### config.mk
export PLATFORM = sky130hd
export DESIGN_NAME = id_ex_stage
export DESIGN_NICKNAME = d
export VERILOG_FILES = /design/src/rtl/id_ex_stage.sv
export SDC_FILE = /design/constraint.sdc
export NUM_CORES = 1
export LEC_CHECK = 0
export ABC_AREA = 0
export CORE_MARGIN = 2
export CORE_UTILIZATION = 47
export CTS_BUF_LIST = sky130_fd_sc_hd__clkbuf_8
export DETAILED_ROUTE_END_ITERATION = 10
export GPL_ROUTABILITY_DRIVEN = 0
export HOLD_SLACK_MARGIN = 0.06
export PLACE_DENSITY = 0.89
export SYNTH_ARGS = -nofsm -noshare
export SYNTH_HDL_FRONTEND = slang
export SYNTH_SLANG_ARGS = --single-unit
### constraint.sdc
create_clock -name CLK -period 6.7 [get_ports CLK]
set_input_delay 0.67 -clock CLK [delete_from_list [all_inputs] [get_ports CLK]]
set_output_delay 0.67 -clock CLK [all_outputs]
set_load 0.005 [all_outputs]
### src/rtl/id_ex_stage.sv
// ID/EX pipeline register for the execute stage. It registers the decoded operands and control,
// forwards results from the Memory and Writeback stages, and drives the ALU operands.
module id_ex_stage #(
  parameter int WIDTH    = 32,
  parameter int REG_ADDR = 5
) (
  input  logic                CLK,
  input  logic                RST,
  input  logic                StallE,
  input  logic                FlushE,
  input  logic [WIDTH-1:0]    RD1D,
  input  logic [WIDTH-1:0]    RD2D,
  input  logic [WIDTH-1:0]    SignImmD,
  input  logic [REG_ADDR-1:0] RsD,
  input  logic [REG_ADDR-1:0] RtD,
  input  logic [REG_ADDR-1:0] RdD,
  input  logic [2:0]          ALUControlD,
  input  logic                ALUSrcD,
  input  logic                RegDstD,
  input  logic                RegWriteD,
  input  logic                MemWriteD,
  input  logic                MemtoRegD,
  input  logic [WIDTH-1:0]    ALUOutM,
  input  logic [REG_ADDR-1:0] WriteRegM,
  input  logic                RegWriteM,
  input  logic [WIDTH-1:0]    ResultW,
  input  logic [REG_ADDR-1:0] WriteRegW,
  input  logic                RegWriteW,
  output logic [WIDTH-1:0]    SrcAE,
  output logic [WIDTH-1:0]    SrcBE,
  output logic [2:0]          ALUControlE,
  output logic [WIDTH-1:0]    WriteDataE,
  output logic [REG_ADDR-1:0] WriteRegE,
  output logic [REG_ADDR-1:0] RsE,
  output logic [REG_ADDR-1:0] RtE,
  output logic                RegWriteE,
  output logic                MemWriteE,
  output logic                MemtoRegE,
  output logic [1:0]          ForwardAE,
  output logic [1:0]          ForwardBE
);

  logic [WIDTH-1:0]    rd1_q, rd1_d, rd2_q, rd2_d, imm_q, imm_d;
  logic [REG_ADDR-1:0] rs_q, rs_d, rt_q, rt_d, rd_q, rd_d;
  logic [2:0]          aluctl_q, aluctl_d;
  logic                alusrc_q, alusrc_d, regdst_q, regdst_d;
  logic                regwr_q, regwr_d, memwr_q, memwr_d, memtoreg_q, memtoreg_d;

  // Memory stage takes priority over Writeback; register 0 is hard-wired and never forwarded.
  function automatic logic [1:0] fwd_sel(input logic [REG_ADDR-1:0] src);
    if (RegWriteM && (WriteRegM != '0) && (WriteRegM == src))
      return 2'b10;
    else if (RegWriteW && (WriteRegW != '0) && (WriteRegW == src))
      return 2'b01;
    else
      return 2'b00;
  endfunction

  function automatic logic [WIDTH-1:0] fwd_mux(input logic [1:0] sel,
                                               input logic [WIDTH-1:0] reg_val);
    case (sel)
      2'b10:   return ALUOutM;
      2'b01:   return ResultW;
      default: return reg_val;
    endcase
  endfunction

  always_comb begin
    rd1_d      = rd1_q;
    rd2_d      = rd2_q;
    imm_d      = imm_q;
    rs_d       = rs_q;
    rt_d       = rt_q;
    rd_d       = rd_q;
    aluctl_d   = aluctl_q;
    alusrc_d   = alusrc_q;
    regdst_d   = regdst_q;
    regwr_d    = regwr_q;
    memwr_d    = memwr_q;
    memtoreg_d = memtoreg_q;
    if (FlushE) begin
      rd1_d      = '0;
      rd2_d      = '0;
      imm_d      = '0;
      rs_d       = '0;
      rt_d       = '0;
      rd_d       = '0;
      aluctl_d   = '0;
      alusrc_d   = 1'b0;
      regdst_d   = 1'b0;
      regwr_d    = 1'b0;
      memwr_d    = 1'b0;
      memtoreg_d = 1'b0;
    end else if (!StallE) begin
      rd1_d      = RD1D;
      rd2_d      = RD2D;
      imm_d      = SignImmD;
      rs_d       = RsD;
      rt_d       = RtD;
      rd_d       = RdD;
      aluctl_d   = ALUControlD;
      alusrc_d   = ALUSrcD;
      regdst_d   = RegDstD;
      regwr_d    = RegWriteD;
      memwr_d    = MemWriteD;
      memtoreg_d = MemtoRegD;
    end
  end

  always_ff @(posedge CLK or posedge RST) begin
    if (RST) begin
      rd1_q      <= '0;
      rd2_q      <= '0;
      imm_q      <= '0;
      rs_q       <= '0;
      rt_q       <= '0;
      rd_q       <= '0;
      aluctl_q   <= '0;
      alusrc_q   <= 1'b0;
      regdst_q   <= 1'b0;
      regwr_q    <= 1'b0;
      memwr_q    <= 1'b0;
      memtoreg_q <= 1'b0;
    end else begin
      rd1_q      <= rd1_d;
      rd2_q      <= rd2_d;
      imm_q      <= imm_d;
      rs_q       <= rs_d;
      rt_q       <= rt_d;
      rd_q       <= rd_d;
      aluctl_q   <= aluctl_d;
      alusrc_q   <= alusrc_d;
      regdst_q   <= regdst_d;
      regwr_q    <= regwr_d;
      memwr_q    <= memwr_d;
      memtoreg_q <= memtoreg_d;
    end
  end

  // Execute-side combinational outputs: forwarding, operand select and destination.
  always_comb begin
    ForwardAE   = fwd_sel(rs_q);
    ForwardBE   = fwd_sel(rt_q);
    SrcAE       = fwd_mux(ForwardAE, rd1_q);
    WriteDataE  = fwd_mux(ForwardBE, rd2_q);
    SrcBE       = alusrc_q ? imm_q : WriteDataE;
    WriteRegE   = regdst_q ? rd_q : rt_q;
    ALUControlE = aluctl_q;
    RegWriteE   = regwr_q;
    MemWriteE   = memwr_q;
    MemtoRegE   = memtoreg_q;
    RsE         = rs_q;
    RtE         = rt_q;
  end

endmodule

==> impl_metrics.ini <==
[pwr]
power_mw = 1.93
ir_worst_vdd_v = 0.000102
leakage_nw = 4.65
power.density_nw_per_um2 = 182

[drt]
ant_nets = 0
vias = 6746
drtIter0Drc = 444
firstDrtPassIters = 5
routed_wl_um = 22800
wire_per_inst_um = 18.5
drc = 0
vias_per_cell = 5.48

[timing]
tns_ns = 0
rsz0062_at_grt = no
finalMaxSlewViolations = 0
finalCritPeriodShare_pct = 65.2
setup_slack_ns = 2.33
timing.final.crit_period_ns = 4.37
final_hold_viol_count = 0
setup_viol = 0
slew_headroom_pct = 30.8
worst_slew_pin_slew_ns = 1.04
clock_skew_ns = 0
fmax_ghz = 0.229

[global_routing]
grt_max_degree = 97
grt_pass1_vias = 6883
overflow = 0
grt_pass1_wl_um = 36200
antenna_found_initial = 0
grtUsageTotal_pct = 29.0

[worst_setup_path]
worstSetupEndpointType = output port
crit_required_ns = 6.03
crit_path_max_fanout = 96
crit_slowest_cell = buf_4
critPathKind = in -> out
cp_slowest_stage_delay_ns = 0.73
worstPathCellList = clkdlybuf4s50_1, or4_1, o21a_1, nand3_4, buf_4, nor3_1, a221oi_1, clkdlybuf4s50_1
worstSetupStartpointType = input pin
worst_ep_arrival_time_ns = 3.70
cpMostUsedCell = clkdlybuf4s50_1

[cts]
cts_setup_buffers = 0
cts_made_buffers = 17
cts_max_level = 4
cts_sinks = 119
cts.repair.resized = 0
cts_tree = built
clock_tree.buffer_depth = 2
root_buffer = clkbuf_8
clock_latency_ns = 0.43
clkTransAtPathRegs_ns = 0.06
holdBufCountCts = 0

[outcome]
outcome = finished clean

[cells_and_area]
drive_gt1_share_pct = 4.78
stdcell_count = 1231
areaGrowthSynthToFinish_pct = 51.6
antenna_cells = 0
final_area_um2 = 10600
nets = 1234

[place]
numPortBuffers = 319
place_inst = 1200
pre_cts_ws_ns = 2.39
dp_hpwl_um = 16200
dpl_cell_area_um2 = 10200

[floorplanning]
chipHeight_um = 126
start_util_pct = 48.2
io_pins = 320
die_w_um = 126
die_area_um2 = 15900
rows = 44
core_area_um2 = 14500

[yosys]
syn_area_per_cell_um2 = 9.34
ys.flop_type = dfrtp_1
synthArstFlopShare_pct = 100
synthTopCellsByCount = 183 x mux2i_1, 155 x nor2_1, 119 x dfrtp_1
synth_cell_types = 23
synth_warnings = 0
yosysSeqAreaShare_pct = 42.5
syn_area_um2 = 7010
synth-seq-cells = 119
synth.area.top_cells = dfrtp_1 42%, mux2i_1 26%, nor2_1 8.3%, a221oi_1 4.0%, nor3_1 2.6%
synth-edff-count = 0
netlist_instances = 751
synth_most_common_cell = mux2i_1
syn_nets = 950
synth_top_area_share_pct = 42.5
synth_area_leader_cell = dfrtp_1

[job]
cap_viol_max_count = 0

[hold_path]
min_path_type = reg -> reg
-- state kept, by name, indices dropped and copies added, names as in the netlist --
signal	flops
rd1_q	32
alusrc_q	1
rd2_q	32
imm_q	32
rd_q	5
RtE	5
RsE	5
MemtoRegE	1
regdst_q	1
ALUControlE	3
MemWriteE	1
RegWriteE	1
-- layout by cell type, fill, tap and decap left out --
cell / synthesis / routed
buf_6: 5 / 1
mux2i_1: 183 / 183
inv_4: 0 / 1
a21oi_1: 32 / 32
nand3_4: 0 / 1
mux2_2: 5 / 5
o21ai_0: 32 / 32
bufinv_16: 0 / 3
clkdlybuf4s50_1: 0 / 317
xor2_1: 16 / 16
dfrtp_2: 0 / 1
nand2_1: 32 / 32
dfrtp_1: 119 / 118
nand3_2: 2 / 1
clkbuf_8: 0 / 19
and3_2: 0 / 1
nor2_4: 0 / 1
nor3_1: 36 / 36
nor2b_1: 1 / 1
a221oi_1: 32 / 32
and4_2: 0 / 2
clkinvlp_4: 0 / 2
buf_4: 1 / 8
clkinv_2: 0 / 4
xnor2_1: 4 / 4
or4_1: 2 / 2
o21a_1: 2 / 2
inv_1: 34 / 36
nor2_1: 155 / 154
-- final timing paths --
check                                     startpoint               endpoint  slack [ns]  cells past startpoint
worst min-delay path            imm_q[0]$_DFFE_PP0P_   imm_q[0]$_DFFE_PP0P_        0.52                      2
min in group asynchronous                        RST  rd2_q[18]$_DFFE_PP0P_        0.69                      2
worst min register to register  imm_q[0]$_DFFE_PP0P_   imm_q[0]$_DFFE_PP0P_        0.52                      2
max in group asynchronous                        RST   alusrc_q$_DFFE_PP0P_        4.62                      3
worst max register to register  alusrc_q$_DFFE_PP0P_   alusrc_q$_DFFE_PP0P_        5.44                      3
worst max-delay path                    WriteRegM[1]              SrcBE[13]        2.33                      8
-- cell families (layout without fill, tap and decap cells) --
family / count (synthesis) / after routing / synth area share, %
AOI/OAI and AO/OA: 98 / 98 / 8.78
muxes: 188 / 188 / 26.9
and+or+nand+nor: 231 / 231 / 13.5
DFF: 119 / 119 / 42.5
buffers and inverters: 95 / 391 / 5.82
xor gates and xnor gates: 20 / 20 / 2.50
-- metrics by stage --
| step | hold slack (ns) | utilization, % |
|---|---|---|
| final | 0.523 | 73.1 |
| after global routing | 0.550 | 73.1 |
| after CTS | 0.528 | 73.1 |
| after detailed placement | 0.512 | 70.4 |
| after global placement | 0.501 | 70.4 |
| after floorplan | 0.484 | - |
-- critical path: cells and delay by family --
family / cells / cell delay, ns
compound gates: 2 / 0.51
buf+inv: 3 / 1.75
simple gates: 3 / 0.72
-- area by class of cell --
class | instances | area, um^2
clock buffers | 19 | 262
clock inverters | 12 | 136
fillers | 1110 | 3910
inverters | 34 | 130
multi-input cells | 537 | 3640
flip-flops and latches | 119 | 2980
well taps | 184 | 230
repair buffers | 326 | 3240
-- power breakdown --
part / leakage (nW) / switching, mW / internal, mW
Sequential: 1.58 / 0.0289 / 0.759
Combinational: 2.86 / 0.191 / 0.287
Clock: 0.211 / 0.284 / 0.379
-- per-layer routing --
| layer | routed length, um | part of all wire [%] | up-vias | track usage [%] |
|---|---|---|---|---|
| li1 | - | - | 3164 | - |
| met1 | 9140 | 40 | 3189 | 35.7 |
| met2 | 11200 | 49 | 336 | 48.1 |
| met3 | 1700 | 7.4 | 57 | 7.14 |
| met4 | 758 | 3.3 | 0 | 13.4 |
| met5 | 0 | 0 | - | 0 |
No activity file was read; power rests on OpenSTA's default activity.
